## config.mk

```make
export PLATFORM = sky130hd
export DESIGN_NAME = md_iter_engine
export DESIGN_NICKNAME = d
export VERILOG_FILES = /design/src/rtl/md_iter_engine.sv
export SDC_FILE = /design/constraint.sdc
export NUM_CORES = 1
export LEC_CHECK = 0
export CORE_MARGIN = 5
export CORE_UTILIZATION = 55
export CTS_CLUSTER_DIAMETER = 60
export DETAILED_ROUTE_END_ITERATION = 10
export DONT_BUFFER_PORTS = 1
export PLACE_DENSITY_LB_ADDON = 0.1
export SKIP_LAST_GASP = 1
export SYNTH_ARGS = -nofsm -noshare
export SYNTH_HDL_FRONTEND = slang
export SYNTH_SLANG_ARGS = --single-unit
```

## constraint.sdc

```tcl
create_clock -name clk -period 4.45 [get_ports clk]
set_clock_uncertainty 0.2 [all_clocks]
set_input_delay 0.445 -clock clk [delete_from_list [all_inputs] [get_ports clk]]
set_output_delay 0.445 -clock clk [all_outputs]
set_load 0.005 [all_outputs]
```

## src/rtl/md_iter_engine.sv

```systemverilog
// Iterative multiply/divide engine: shift-add multiply and restoring divide on
// operand magnitudes, then a sign-fix step. Fixed WIDTH+3 cycle latency.
module md_iter_engine #(
  parameter int WIDTH = 32
) (
  input  logic             clk,
  input  logic             reset,
  input  logic             start,
  input  logic [1:0]       op,
  input  logic [WIDTH-1:0] a,
  input  logic [WIDTH-1:0] b,
  input  logic             cancel,
  output logic             busy,
  output logic             done,
  output logic             div_by_zero,
  output logic [WIDTH-1:0] hi,
  output logic [WIDTH-1:0] lo
);

  localparam int CW = $clog2(WIDTH) + 1;
  localparam logic [CW-1:0] CNT_LOAD = CW'(WIDTH);
  localparam logic [CW-1:0] CNT_ONE  = {{(CW-1){1'b0}}, 1'b1};

  typedef enum logic [2:0] {
    S_IDLE = 3'd0,
    S_PREP = 3'd1,
    S_RUN  = 3'd2,
    S_FIX  = 3'd3,
    S_DONE = 3'd4
  } state_t;

  state_t               state_r;
  logic [1:0]           op_r;
  logic                 sa_r;
  logic                 sb_r;
  logic [CW-1:0]        cnt_r;
  // Upper half: multiply accumulator / partial remainder.
  // Lower half: multiplier / dividend shifting out while the quotient shifts in.
  logic [2*WIDTH-1:0]   acc_r;
  logic [WIDTH-1:0]     opnd_r;

  logic                 lo_neg_s;
  logic                 opnd_neg_s;
  logic [WIDTH-1:0]     lo_mag_s;
  logic [WIDTH-1:0]     opnd_mag_s;
  logic [WIDTH:0]       mul_sum_s;
  logic [2*WIDTH-1:0]   mul_next_s;
  logic [WIDTH:0]       div_tmp_s;
  logic                 div_ge_s;
  logic [WIDTH-1:0]     div_diff_s;
  logic [2*WIDTH-1:0]   div_next_s;
  logic [2*WIDTH-1:0]   mul_fix_s;
  logic [WIDTH-1:0]     quo_fix_s;
  logic [WIDTH-1:0]     rem_fix_s;
  logic [WIDTH-1:0]     res_hi_s;
  logic [WIDTH-1:0]     res_lo_s;
  logic                 dbz_s;

  // Operand magnitudes, one iteration step for each algorithm, and sign fix.
  always_comb begin
    lo_neg_s   = op_r[0] & acc_r[WIDTH-1];
    opnd_neg_s = op_r[0] & opnd_r[WIDTH-1];
    lo_mag_s   = lo_neg_s ? -acc_r[WIDTH-1:0] : acc_r[WIDTH-1:0];
    opnd_mag_s = opnd_neg_s ? -opnd_r : opnd_r;

    mul_sum_s  = {1'b0, acc_r[2*WIDTH-1:WIDTH]} + {1'b0, opnd_r};
    div_tmp_s  = {acc_r[2*WIDTH-1:WIDTH], acc_r[WIDTH-1]};
    div_ge_s   = (div_tmp_s >= {1'b0, opnd_r});
    div_diff_s = div_tmp_s[WIDTH-1:0] - opnd_r;

    if (acc_r[0]) begin
      mul_next_s = {mul_sum_s, acc_r[WIDTH-1:1]};
    end else begin
      mul_next_s = {1'b0, acc_r[2*WIDTH-1:1]};
    end

    if (div_ge_s) begin
      div_next_s = {div_diff_s, acc_r[WIDTH-2:0], 1'b1};
    end else begin
      div_next_s = {div_tmp_s[WIDTH-1:0], acc_r[WIDTH-2:0], 1'b0};
    end

    mul_fix_s = (sa_r ^ sb_r) ? -acc_r : acc_r;
    quo_fix_s = (sa_r ^ sb_r) ? -acc_r[WIDTH-1:0] : acc_r[WIDTH-1:0];
    rem_fix_s = sa_r ? -acc_r[2*WIDTH-1:WIDTH] : acc_r[2*WIDTH-1:WIDTH];

    if (op_r[1]) begin
      res_hi_s = rem_fix_s;
      res_lo_s = quo_fix_s;
    end else begin
      res_hi_s = mul_fix_s[2*WIDTH-1:WIDTH];
      res_lo_s = mul_fix_s[WIDTH-1:0];
    end

    dbz_s = op_r[1] & (opnd_r == {WIDTH{1'b0}});
  end

  // Control FSM, datapath registers and registered outputs.
  always_ff @(posedge clk) begin
    if (reset) begin
      state_r     <= S_IDLE;
      op_r        <= 2'b00;
      sa_r        <= 1'b0;
      sb_r        <= 1'b0;
      cnt_r       <= {CW{1'b0}};
      acc_r       <= {(2*WIDTH){1'b0}};
      opnd_r      <= {WIDTH{1'b0}};
      busy        <= 1'b0;
      done        <= 1'b0;
      div_by_zero <= 1'b0;
      hi          <= {WIDTH{1'b0}};
      lo          <= {WIDTH{1'b0}};
    end else if (cancel && (state_r != S_IDLE)) begin
      state_r     <= S_IDLE;
      busy        <= 1'b0;
      done        <= 1'b0;
      div_by_zero <= 1'b0;
    end else begin
      case (state_r)
        S_IDLE: begin
          if (start && !cancel) begin
            op_r    <= op;
            acc_r   <= {{WIDTH{1'b0}}, (op[1] ? a : b)};
            opnd_r  <= op[1] ? b : a;
            busy    <= 1'b1;
            state_r <= S_PREP;
          end
        end
        S_PREP: begin
          sa_r    <= lo_neg_s;
          sb_r    <= opnd_neg_s;
          acc_r   <= {{WIDTH{1'b0}}, lo_mag_s};
          opnd_r  <= opnd_mag_s;
          cnt_r   <= CNT_LOAD;
          state_r <= S_RUN;
        end
        S_RUN: begin
          cnt_r <= cnt_r - CNT_ONE;
          acc_r <= op_r[1] ? div_next_s : mul_next_s;
          if (cnt_r == CNT_ONE) begin
            state_r <= S_FIX;
          end
        end
        S_FIX: begin
          if (!dbz_s) begin
            hi <= res_hi_s;
            lo <= res_lo_s;
          end
          div_by_zero <= dbz_s;
          done        <= 1'b1;
          state_r     <= S_DONE;
        end
        S_DONE: begin
          done        <= 1'b0;
          div_by_zero <= 1'b0;
          busy        <= 1'b0;
          state_r     <= S_IDLE;
        end
        default: begin
          busy    <= 1'b0;
          done    <= 1'b0;
          state_r <= S_IDLE;
        end
      endcase
    end
  end

endmodule

```

== Word level (Yosys, flattened, before mapping) ==
Cells that the tools add are included.

* Flip-flop bits (word level): 176
* Input port bits: 70
* Output and inout bits: 67

* Add/sub/neg operators: 7
* Magnitude comparators: 1
* Equality and inequality tests: 9
* Multiplexer cells: 24
* Bitwise gates (word level): 7
* Reductions and logical operators: 22

{| class="wikitable"
|+ Operator list
! kind !! number
|-
| 64-bit two-way mux || 5
|-
| 32-bit two-way mux || 9
|-
| 64-bit case mux with 3 select lines || 1
|-
| 32-bit negator || 3
|-
| 64-bit negator || 1
|-
| 32-bit case mux with 2 select lines || 1
|-
| 32-bit by 32-bit adder with 33-bit output || 1
|-
| 33-bit by 32-bit greater-or-equal comparator with 1-bit output || 1
|-
| 32-bit zero test || 1
|-
| 32-bit subtractor || 1
|-
| 3-bit case mux with 4 select lines || 1
|-
| 6-bit case mux with 2 select lines || 1
|-
| 3-bit AND reduction || 3
|-
| 2-bit != test (second input constant) || 4
|-
| 2-bit AND reduction || 4
|-
| 4-bit AND reduction || 2
|-
| 3-bit by 2-bit equality test with 1-bit output (second input constant) || 2
|-
| 6-bit by 1-bit equality test with 1-bit output (second input constant) || 1
|-
| 3-bit two-way mux || 2
|-
| 1-bit case mux with 2 select lines || 3
|-
| 2-bit nonzero test || 3
|-
| 3-bit nonzero test || 2
|-
| 3-bit OR reduction || 2
|-
| 6-bit by 1-bit subtractor with 6-bit output (second input constant) || 1
|-
| 10 further kinds || 15
|}

== Logic depth before layout (Yosys ltp) ==
Gate-level depths: netlist of the first run.

* Depth after elaboration: 4
* Gate-level depth with buffers: 16
* Gate-level depth less buffers: 14

== Worst setup path before layout of the first run ==
OpenSTA, ideal clock, no wires.

* Path kind: flip-flop to flip-flop
* Start point: register acc_r[31]
* End point: register acc_r[62]
* Arrival: 3.333 ns
* Setup slack: 0.822 ns
* Cell stages (with the launch flop): 16
* Buffers on the path: 1
* Cells stage by stage: dfxtp_1 -> clkbuf_1 -> inv_1 -> ha_1 -> inv_1 -> fa_1 -> a21o_1 -> a221oi_1 -> o31ai_1 -> o311ai_1 -> a31oi_1 -> or4b_1 -> a31oi_1 -> xnor2_1 -> a21oi_1 -> a221oi_1

* Longest elaborated chain between the ends: 4
* Elaborated cells between the ends (all ways): 5
* Classes of those cells: add/sub: 1; order compare: 1; mux: 3

{| class="wikitable"
|+ RTL lines
! element !! RTL line !! source
|-
| from (decl) || 39 || <nowiki>logic [2*WIDTH-1:0] acc_r;</nowiki>
|-
| from (signal assigned) || 106 || <nowiki>acc_r <= {(2*WIDTH){1'b0}};</nowiki>
|-
| from (signal assigned) || 123 || <nowiki>acc_r <= {{WIDTH{1'b0}}, (op[1] ? a : b)};</nowiki>
|-
| from (signal assigned) || 132 || <nowiki>acc_r <= {{WIDTH{1'b0}}, lo_mag_s};</nowiki>
|-
| 32-bit subtractor or 33-bit by 32-bit greater-or-equal comparator with 1-bit output (tied branches) || 69, 68 ||
|-
| 64-bit two-way mux (*) || 77 || <nowiki>if (div_ge_s) begin</nowiki>
|-
| 64-bit two-way mux (*) || 139 || <nowiki>acc_r <= op_r[1] ? div_next_s : mul_next_s;</nowiki>
|-
| 64-bit case mux with 3 select lines (*) || 119 || <nowiki>case (state_r)</nowiki>
|}

Mark *: on every way between the ends. The rest lies on a longest branch, timed or not.
A chain may end at the register's enable or synchronous reset.

== Final worst setup path of the first run ==
* Start point: register opnd_r[0]
* End point: register acc_r[62]

* Longest elaborated chain between the ends: 4
* Elaborated cells between the ends (all ways): 7
* Classes of those cells: add/sub: 2; order compare: 1; mux: 4

{| class="wikitable"
|+ RTL lines
! element !! RTL line !! source
|-
| from (decl) || 40 || <nowiki>logic [WIDTH-1:0] opnd_r;</nowiki>
|-
| from (signal assigned) || 107 || <nowiki>opnd_r <= {WIDTH{1'b0}};</nowiki>
|-
| from (signal assigned) || 124 || <nowiki>opnd_r <= op[1] ? b : a;</nowiki>
|-
| from (signal assigned) || 133 || <nowiki>opnd_r <= opnd_mag_s;</nowiki>
|-
| 32-bit by 32-bit adder with 33-bit output (tied with other cells) || 66 || <nowiki>mul_sum_s = {1'b0, acc_r[2*WIDTH-1:WIDTH]} + {1'b0, opnd_r};</nowiki>
|-
| 64-bit two-way mux, on equally long branches || 71, 77 ||
|-
| 64-bit two-way mux (*) || 139 ||
|-
| 64-bit case mux with 3 select lines (*) || 119 ||
|-
| to (signal assigned) || 123 ||
|-
| to (signal assigned) || 132 ||
|-
| to (signal assigned) || 139 ||
|}

Marked as above.

==> results of run 1 <==
-- cells by family after synthesis --
group                      share of synthesized area, %
and+or+nand+nor                                    21.9
AOI/OAI and AO/OA                                  26.8
buffers and inverters                              5.59
DFF                                                24.4
xor gates and xnor gates                           7.16
muxes                                              7.84
adders and majority gates                          6.26
-- stage by stage --
| step | cells | setup WS (ns) | instance area (sq um) |
|---|---|---|---|
| 2_1_floorplan | 1966 | 0.822 | 14400 |
| 3_3_place_gp | 2195 | 0.480 | 14700 |
| 3_5_place_dp | 2195 | 0.397 | 14700 |
| 4_1_cts | 2233 | 0.361 | 15400 |
| 5_1_grt | 2233 | 0.0683 | 15400 |
| 6_report | 2233 | 0.292 | 15400 |
-- flip-flops by register name, summed over array words and instances (netlist names) --
register     cells
acc_r           64
hi              32
lo              32
opnd_r          32
cnt_r            6
state_r          3
op_r             2
busy             1
div_by_zero      1
done             1
sa_r             1
sb_r             1
-- synth_stat cells (13+ instances only) --
cell type / count
sky130_fd_sc_hd__nor4_1: 13
sky130_fd_sc_hd__xor2_1: 57
sky130_fd_sc_hd__dfxtp_1: 176
sky130_fd_sc_hd__and3_1: 13
sky130_fd_sc_hd__buf_1: 15
sky130_fd_sc_hd__o21ai_1: 16
sky130_fd_sc_hd__nand2b_1: 16
sky130_fd_sc_hd__a21oi_1: 164
sky130_fd_sc_hd__nand4_1: 13
sky130_fd_sc_hd__o211ai_1: 16
sky130_fd_sc_hd__clkbuf_1: 127
sky130_fd_sc_hd__a21o_1: 35
sky130_fd_sc_hd__nand2_1: 181
sky130_fd_sc_hd__or4_1: 13
sky130_fd_sc_hd__nor2_1: 214
sky130_fd_sc_hd__o22ai_1: 37
sky130_fd_sc_hd__a211oi_1: 79
sky130_fd_sc_hd__xnor2_1: 61
sky130_fd_sc_hd__nor2b_1: 27
sky130_fd_sc_hd__a31oi_1: 17
sky130_fd_sc_hd__a22oi_1: 13
sky130_fd_sc_hd__ha_1: 69
sky130_fd_sc_hd__mux2i_1: 103
sky130_fd_sc_hd__o31ai_1: 16
sky130_fd_sc_hd__nand3_1: 36
sky130_fd_sc_hd__nor3_1: 82
sky130_fd_sc_hd__or3_1: 22
sky130_fd_sc_hd__o21ai_0: 129
sky130_fd_sc_hd__inv_1: 57
-- layout make-up --
class                   count  area, sq um
fillers                  2515        10600
multi-input cells        1580        10100
flip-flops and latches    176         3530
clock buffers              18          450
repair buffers             52          423
well taps                 335          419
inverters                  58          218
clock inverters            14          173
-- worst reg2reg max path, stage by stage, from the launching register on --
cell and delay (ns):
sky130_fd_sc_hd__dfxtp_1 0.39, sky130_fd_sc_hd__ha_1 0.20, sky130_fd_sc_hd__inv_1 0.06, sky130_fd_sc_hd__fa_1 0.41, sky130_fd_sc_hd__a21o_1 0.20, sky130_fd_sc_hd__a221oi_1 0.46, sky130_fd_sc_hd__o31ai_1 0.23, sky130_fd_sc_hd__o311ai_1 0.46
sky130_fd_sc_hd__a31oi_1 0.28, sky130_fd_sc_hd__or4b_1 0.52, sky130_fd_sc_hd__a31oi_1 0.23, sky130_fd_sc_hd__xnor2_1 0.14, sky130_fd_sc_hd__a21oi_1 0.08, sky130_fd_sc_hd__a221oi_1 0.22
-- worst min path at each step --
stage          slack (ns)  cells past startpoint                        to
6_report             0.01                      2  div_by_zero$_SDFFE_PP0P_
5_1_grt              0.03                      2         sa_r$_SDFFE_PP0P_
4_1_cts             0.008                      2  div_by_zero$_SDFFE_PP0P_
3_5_place_dp         0.27                      2       hi[29]$_SDFFE_PP0P_
3_3_place_gp         0.27                      2        hi[4]$_SDFFE_PP0P_
2_1_floorplan        0.25                      2       hi[19]$_SDFFE_PP0P_
-- where the power goes --
part / internal, mW / switching (mW) / total, mW / leakage [nW]
sequential: 1.62 / 0.0931 / 1.71 / 1.43
combinational: 0.377 / 0.651 / 1.03 / 4.17
clock: 0.800 / 0.833 / 1.63 / 0.302
total: 2.79 / 1.58 / 4.37 / 5.90
-- placed cells by master, fill, tap and decap left out, types with 8 or more instances in the layout --
cell / n
sky130_fd_sc_hd__buf_4: 46
sky130_fd_sc_hd__nand4_1: 13
sky130_fd_sc_hd__nand3_1: 36
sky130_fd_sc_hd__nor2_1: 213
sky130_fd_sc_hd__o21ai_0: 129
sky130_fd_sc_hd__ha_1: 69
sky130_fd_sc_hd__a22o_1: 9
sky130_fd_sc_hd__a31oi_1: 17
sky130_fd_sc_hd__xor2_1: 57
sky130_fd_sc_hd__mux2i_1: 103
sky130_fd_sc_hd__or4_1: 13
sky130_fd_sc_hd__nor3_1: 81
sky130_fd_sc_hd__o31ai_1: 16
sky130_fd_sc_hd__mux2_2: 8
sky130_fd_sc_hd__a21oi_1: 163
sky130_fd_sc_hd__nand2_1: 181
sky130_fd_sc_hd__nor4_1: 12
sky130_fd_sc_hd__a22oi_1: 13
sky130_fd_sc_hd__o211ai_1: 16
sky130_fd_sc_hd__o22ai_1: 37
sky130_fd_sc_hd__a21o_1: 35
sky130_fd_sc_hd__a211oi_1: 79
sky130_fd_sc_hd__o21ai_1: 16
sky130_fd_sc_hd__xnor2_1: 60
sky130_fd_sc_hd__nor2b_1: 25
sky130_fd_sc_hd__clkbuf_16: 18
sky130_fd_sc_hd__and3_1: 13
sky130_fd_sc_hd__nand2b_1: 16
sky130_fd_sc_hd__dfxtp_1: 174
sky130_fd_sc_hd__or3_1: 22
sky130_fd_sc_hd__o21a_1: 9
sky130_fd_sc_hd__inv_1: 57
-- layer usage --
metal  track usage [%]  share of wire [%]  vias to the layer above
met5                 0                  0                        -
met4              10.8                3.2                        0
met3              4.53                9.0                       98
met2              50.2                 45                      676
met1              45.3                 43                     6927
li1                  -                  -                     6983
-- what timing repair did --
item / in CTS / in global routing
endpoints found under the setup margin: 0 / 0
hold buffers: 6 / 0
endpoints found under the hold margin: 145 / 0
==> flow_summary.ini, run 1 <==
[run_status]
run_status = completed

[sta]
setup_viol = 0
slew_viol_final = 0
layout_min_cycle_time_ns = 4.16
final.period_utilization_pct = 93.4
final_report_hold_violation_count = 0
post_route_setup_tns_ns = 0
transition_time_at_the_pin_with_the_least_slew_margin_ns = 1.17
worst_slew_margin_rel_pct = 22.0
clock.fmax_ghz = 0.240
whs_ns = 0.0114
rsz0062_at_grt = no

[clock_tree]
htree_levels = 4
clock_sinks = 176
clock-root-buffer = sky130_fd_sc_hd__clkbuf_16
cts-resized-gates = 0
postCtsSetupBuffers = 0
clkSlewWorstSetupHoldPaths_ns = 0.09
cts_tree = done
tritoncts.num_buffers = 17
cts_max_path_buffers = 2
clock_latency_on_the_worst_skew_pair_ns = 0.45

[synthesis]
synth.yosys.warnings = 0
synth.ff_latch_count = 176
post_synthesis_async_set_or_reset_flop_share_pct = 0
mappedNetlistArea_sq_mm = 0.0144
synth-edff-count = 0
avgSynthCellArea_sq_um = 7.34
synthesis.nets = 2107
seq_area_frac_synth_pct = 24.4
synth_area_leaders = sky130_fd_sc_hd__dfxtp_1 (24%), sky130_fd_sc_hd__mux2i_1 (7.1%), sky130_fd_sc_hd__ha_1 (6.0%)
post-synth-top-area-fraction_pct = 24.4
top_reg_cell_synth = sky130_fd_sc_hd__dfxtp_1
synthesis.instances = 1966
synth.lib_cells_used.distinct = 75
synthDominantAreaCellType = sky130_fd_sc_hd__dfxtp_1

[global_route]
globalRoute.totalOverflow = 0
gr-usage-all-layers_pct = 32.0
grt_antenna_before_repair = 0
first_global_vias = 13300
grt_max_degree = 145
grt_pass1_wl_um = 74900

[detailed_routing]
detail-route-antenna-nets = 0
drt_iter0_drc = 1669
number_of_design_rule_violations_left_after_detail_routing = 0
vias_per_cell = 6.58
firstDrtPassIters = 5
wl_per_instance_um = 22.1
dr_total_vias = 14700
postRouteWirelength_um = 49300

[layout]
drive_gt1_share_pct = 6.11
syn2layout_area_growth_pct = 6.36
number_of_nets_in_the_layout = 2026
antenna_cells = 0
final_util_pct = 59.1

[pwr]
peakVddDrop_mv = 0.237
leakage_nw = 5.90
power-per-cell-area_mw_per_mm2 = 285
p_total_mw = 4.37

[setup_path]
rr_startpoint = opnd_r[0]$_SDFFE_PP0P_
timing.critical_path.depth = 13
timing.critical_path.required_ns = 4.59
startpoint = opnd_r[0]$_SDFFE_PP0P_
worstPathMaxFanout = 5
crit_path_start_kind = flip-flop
timing.setup.critical_path_class = flip-flop to flip-flop
critical_path.reg2reg.endpoint = acc_r[62]$_SDFFE_PP0P_
series_of_cell_instances_along_the_critical_path = ha_1, inv_1, fa_1, a21o_1, a221oi_1, o31ai_1, o311ai_1, a31oi_1, or4b_1, a31oi_1, xnor2_1, a21oi_1, a221oi_1
cp.arrival_ns = 4.30
slowest_library_cell_on_the_worst_path = sky130_fd_sc_hd__or4b_1
cp.buffers_inverters = 1
slowest_delay_ns = 0.51
r2r_setup_slack_ns = 0.29
crit_path_end_kind = flip-flop
timing.reg2reg.worst_path_depth = 13
worst_path_dominant_cell_family = compound AO/OA/AOI/OAI gates
crit_path_end = acc_r[62]$_SDFFE_PP0P_

[floorplan]
pin_count = 137
dieArea_sq_mm = 0.0296
die-height_um = 172
initial_utilization_pct = 55.6
die_w_um = 172
placeableCoreArea_sq_mm = 0.0260
fp-row-count = 59

[worst_hold_path]
timing.hold.worst.start = cancel
min-delay-path-class = primary input to flip-flop

[placement]
place.gp.congestion = 0.994
detailedPlacementHpwl_um = 36300
io_buffer_count = 0

[run]
cap_violations = 0
Power figures use the tool's default switching activity.
==> inputs of run 2 (changes only) <==
==> constraint.sdc (replaced) <==
create_clock -name clk -period 4.45 [get_ports clk]
set_clock_uncertainty 0.2 [all_clocks]
set_input_delay 1.1125 -clock clk [delete_from_list [all_inputs] [get_ports clk]]
set_output_delay 1.1125 -clock clk [all_outputs]
set_load 0.005 [all_outputs]
==> flow_summary.ini, run 2 (same netlist as run 1, synthesis figures left out) <==
[detailed_routing]
wl_per_instance_um = 22.0
detail-route-antenna-nets = 0
postRouteWirelength_um = 49000
drt_iter0_drc = 1575
dr_total_vias = 14600
number_of_design_rule_violations_left_after_detail_routing = 0
firstDrtPassIters = 5
vias_per_cell = 6.54

[setup_path]
timing.setup.critical_path_class = flip-flop to flip-flop
cp.arrival_ns = 4.21
critical_path.reg2reg.endpoint = acc_r[62]$_SDFFE_PP0P_
rr_startpoint = opnd_r[0]$_SDFFE_PP0P_
slowest_delay_ns = 0.52
slowest_library_cell_on_the_worst_path = sky130_fd_sc_hd__or4b_1
r2r_setup_slack_ns = 0.37
cp.buffers_inverters = 1
timing.reg2reg.worst_path_depth = 13
crit_path_end_kind = flip-flop
timing.critical_path.required_ns = 4.59
startpoint = opnd_r[0]$_SDFFE_PP0P_
worst_path_dominant_cell_family = compound AO/OA/AOI/OAI gates
worstPathMaxFanout = 5
crit_path_start_kind = flip-flop
series_of_cell_instances_along_the_critical_path = ha_1, inv_1, fa_1, a21o_1, a221oi_1, o31ai_1, o311ai_1, a31oi_1, or4b_1, a31oi_1, xnor2_1, a21oi_1, a221oi_1

[layout]
most_common_library_cell_in_the_layout_ignoring_fill_and_taps = sky130_fd_sc_hd__nor2_1
antenna_cells = 0
finish.instance_area_sq_mm = 0.0153
fillCellCount = 2510
syn2layout_area_growth_pct = 5.97
top_register = acc_r
final_util_pct = 58.9
number_of_nets_in_the_layout = 2022
final_cell_mix = sky130_fd_sc_hd__nor2_1 (213), sky130_fd_sc_hd__nand2_1 (181), sky130_fd_sc_hd__dfxtp_1 (174)
drive_gt1_share_pct = 6.18
largest_reg_flops = 64

[pwr]
netSwitchingFraction_pct = 35.5
combinationalPowerShare_pct = 22.9
internal-power_mw = 2.82
peakVddDrop_mv = 0.288
p_total_mw = 4.37
power.net_switching_mw = 1.56
leakage_nw = 5.87
share_clk_of_total_power_pct = 38.0
seq_power_share_pct = 39.0
power-per-cell-area_mw_per_mm2 = 286

[placement]
place.gp.congestion = 0.993
detailedPlacementHpwl_um = 36400
detailed_place.area_sq_mm = 0.0147
io_buffer_count = 0

[global_route]
grt_antenna_before_repair = 0
globalRoute.totalOverflow = 0
first_global_vias = 13200
gr-usage-all-layers_pct = 31.7
grt_max_degree = 152
grt_pass1_wl_um = 74100

[sta]
slew_viol_final = 0
transition_time_at_the_pin_with_the_least_slew_margin_ns = 1.17
final_report_hold_violation_count = 0
rsz0062_at_grt = no
final.period_utilization_pct = 91.6
clock.fmax_ghz = 0.245
worst_slew_margin_rel_pct = 21.8
layout_min_cycle_time_ns = 4.08
post_route_setup_tns_ns = 0
setup_viol = 0

[clock_tree]
clkSlewWorstSetupHoldPaths_ns = 0.08
clock_sinks = 176
cts_max_path_buffers = 2
htree_levels = 4
tritoncts.num_buffers = 17
cts_tree = done
clock-root-buffer = sky130_fd_sc_hd__clkbuf_16
clock_latency_on_the_worst_skew_pair_ns = 0.45
cts-resized-gates = 0
postCtsSetupBuffers = 0
cts_hold_buffers = 0

[worst_hold_path]
timing.hold.worst.start = hi[2]$_SDFFE_PP0P_
holdPathStages = 2
hold_end = hi[2]$_SDFFE_PP0P_
min-delay-path-class = flip-flop to flip-flop

[floorplan]
initial_utilization_pct = 55.6
die_w_um = 172
dieArea_sq_mm = 0.0296
die-height_um = 172
fp-row-count = 59
pin_count = 137
placeableCoreArea_sq_mm = 0.0260

[run_status]
run_status = completed

[run]
cap_violations = 0
## run 2: cell count changes in the layout (fill, tap and decap cells not counted)
cell	previous run	this run
sky130_fd_sc_hd__buf_16	1	0
sky130_fd_sc_hd__buf_4	46	48
sky130_fd_sc_hd__bufinv_16	0	1
sky130_fd_sc_hd__clkbuf_16	18	17
sky130_fd_sc_hd__clkinv_4	2	1
sky130_fd_sc_hd__clkinv_8	5	4
sky130_fd_sc_hd__clkinvlp_4	0	1
sky130_fd_sc_hd__dlygate4sd3_1	5	0
sky130_fd_sc_hd__inv_12	1	2
sky130_fd_sc_hd__inv_6	4	3
sky130_fd_sc_hd__inv_8	2	3
## run 2: tightest hold or removal path, cell delays in order, from the launching register on
cell and delay (ns):
sky130_fd_sc_hd__dfxtp_1 0.33, sky130_fd_sc_hd__nand2_1 0.06, sky130_fd_sc_hd__a21oi_1 0.05
## run 2: per-layer routing
| layer | share of wire (%) | wire [um] | GRT usage [%] | vias up |
|---|---|---|---|---|
| met1 | 42 | 20700 | 43.6 | 6783 |
| met3 | 9.9 | 4850 | 5.81 | 105 |
| met5 | 0 | 0 | 0 | - |
| li1 | - | - | - | 6995 |
| met4 | 4.3 | 2100 | 13.0 | 0 |
| met2 | 44 | 21400 | 49.0 | 690 |
## run 2: layout make-up
cell class | count | area, sq um | area share (%)
clock inverters | 15 | 204 | 1.33
multi-input cells | 1580 | 10100 | 66.3
well taps | 335 | 419 | 2.74
repair buffers | 48 | 360 | 2.35
inverters | 58 | 218 | 1.42
flip-flops and latches | 176 | 3530 | 23.1
clock buffers | 17 | 425 | 2.78
## run 2: worst max-delay path by stage
| stage | endpoint | cells past startpoint |
|---|---|---|
| 5_1_grt | acc_r[62]$_SDFFE_PP0P_ | 11 |
| 3_5_place_dp | acc_r[59]$_SDFFE_PP0P_ | 14 |
| 4_1_cts | acc_r[59]$_SDFFE_PP0P_ | 14 |
| 3_3_place_gp | acc_r[62]$_SDFFE_PP0P_ | 14 |
| 6_report | acc_r[62]$_SDFFE_PP0P_ | 13 |
| 2_1_floorplan | acc_r[62]$_SDFFE_PP0P_ | 15 |
## run 2: metrics by stage
step	instances	hold WS, ns	setup WS [ns]
finish	2229	0.273	0.375
global route	2229	0.310	0.137
CTS	2229	0.276	0.421
detailed placement	2197	0.267	0.462
global placement	2197	0.260	0.541
floorplan	1966	0.248	0.822
## run 2: power groups by stage
stage | clock (mW) | combinational, mW | sequential (mW)
detailed placement | 0 | 0.975 | 1.74
finish | 1.66 | 1.00 | 1.71
CTS | 1.67 | 0.981 | 1.71
global placement | 0 | 0.970 | 1.74
floorplan | 0 | 0.785 | 1.69
global route | 1.74 | 1.09 | 1.72
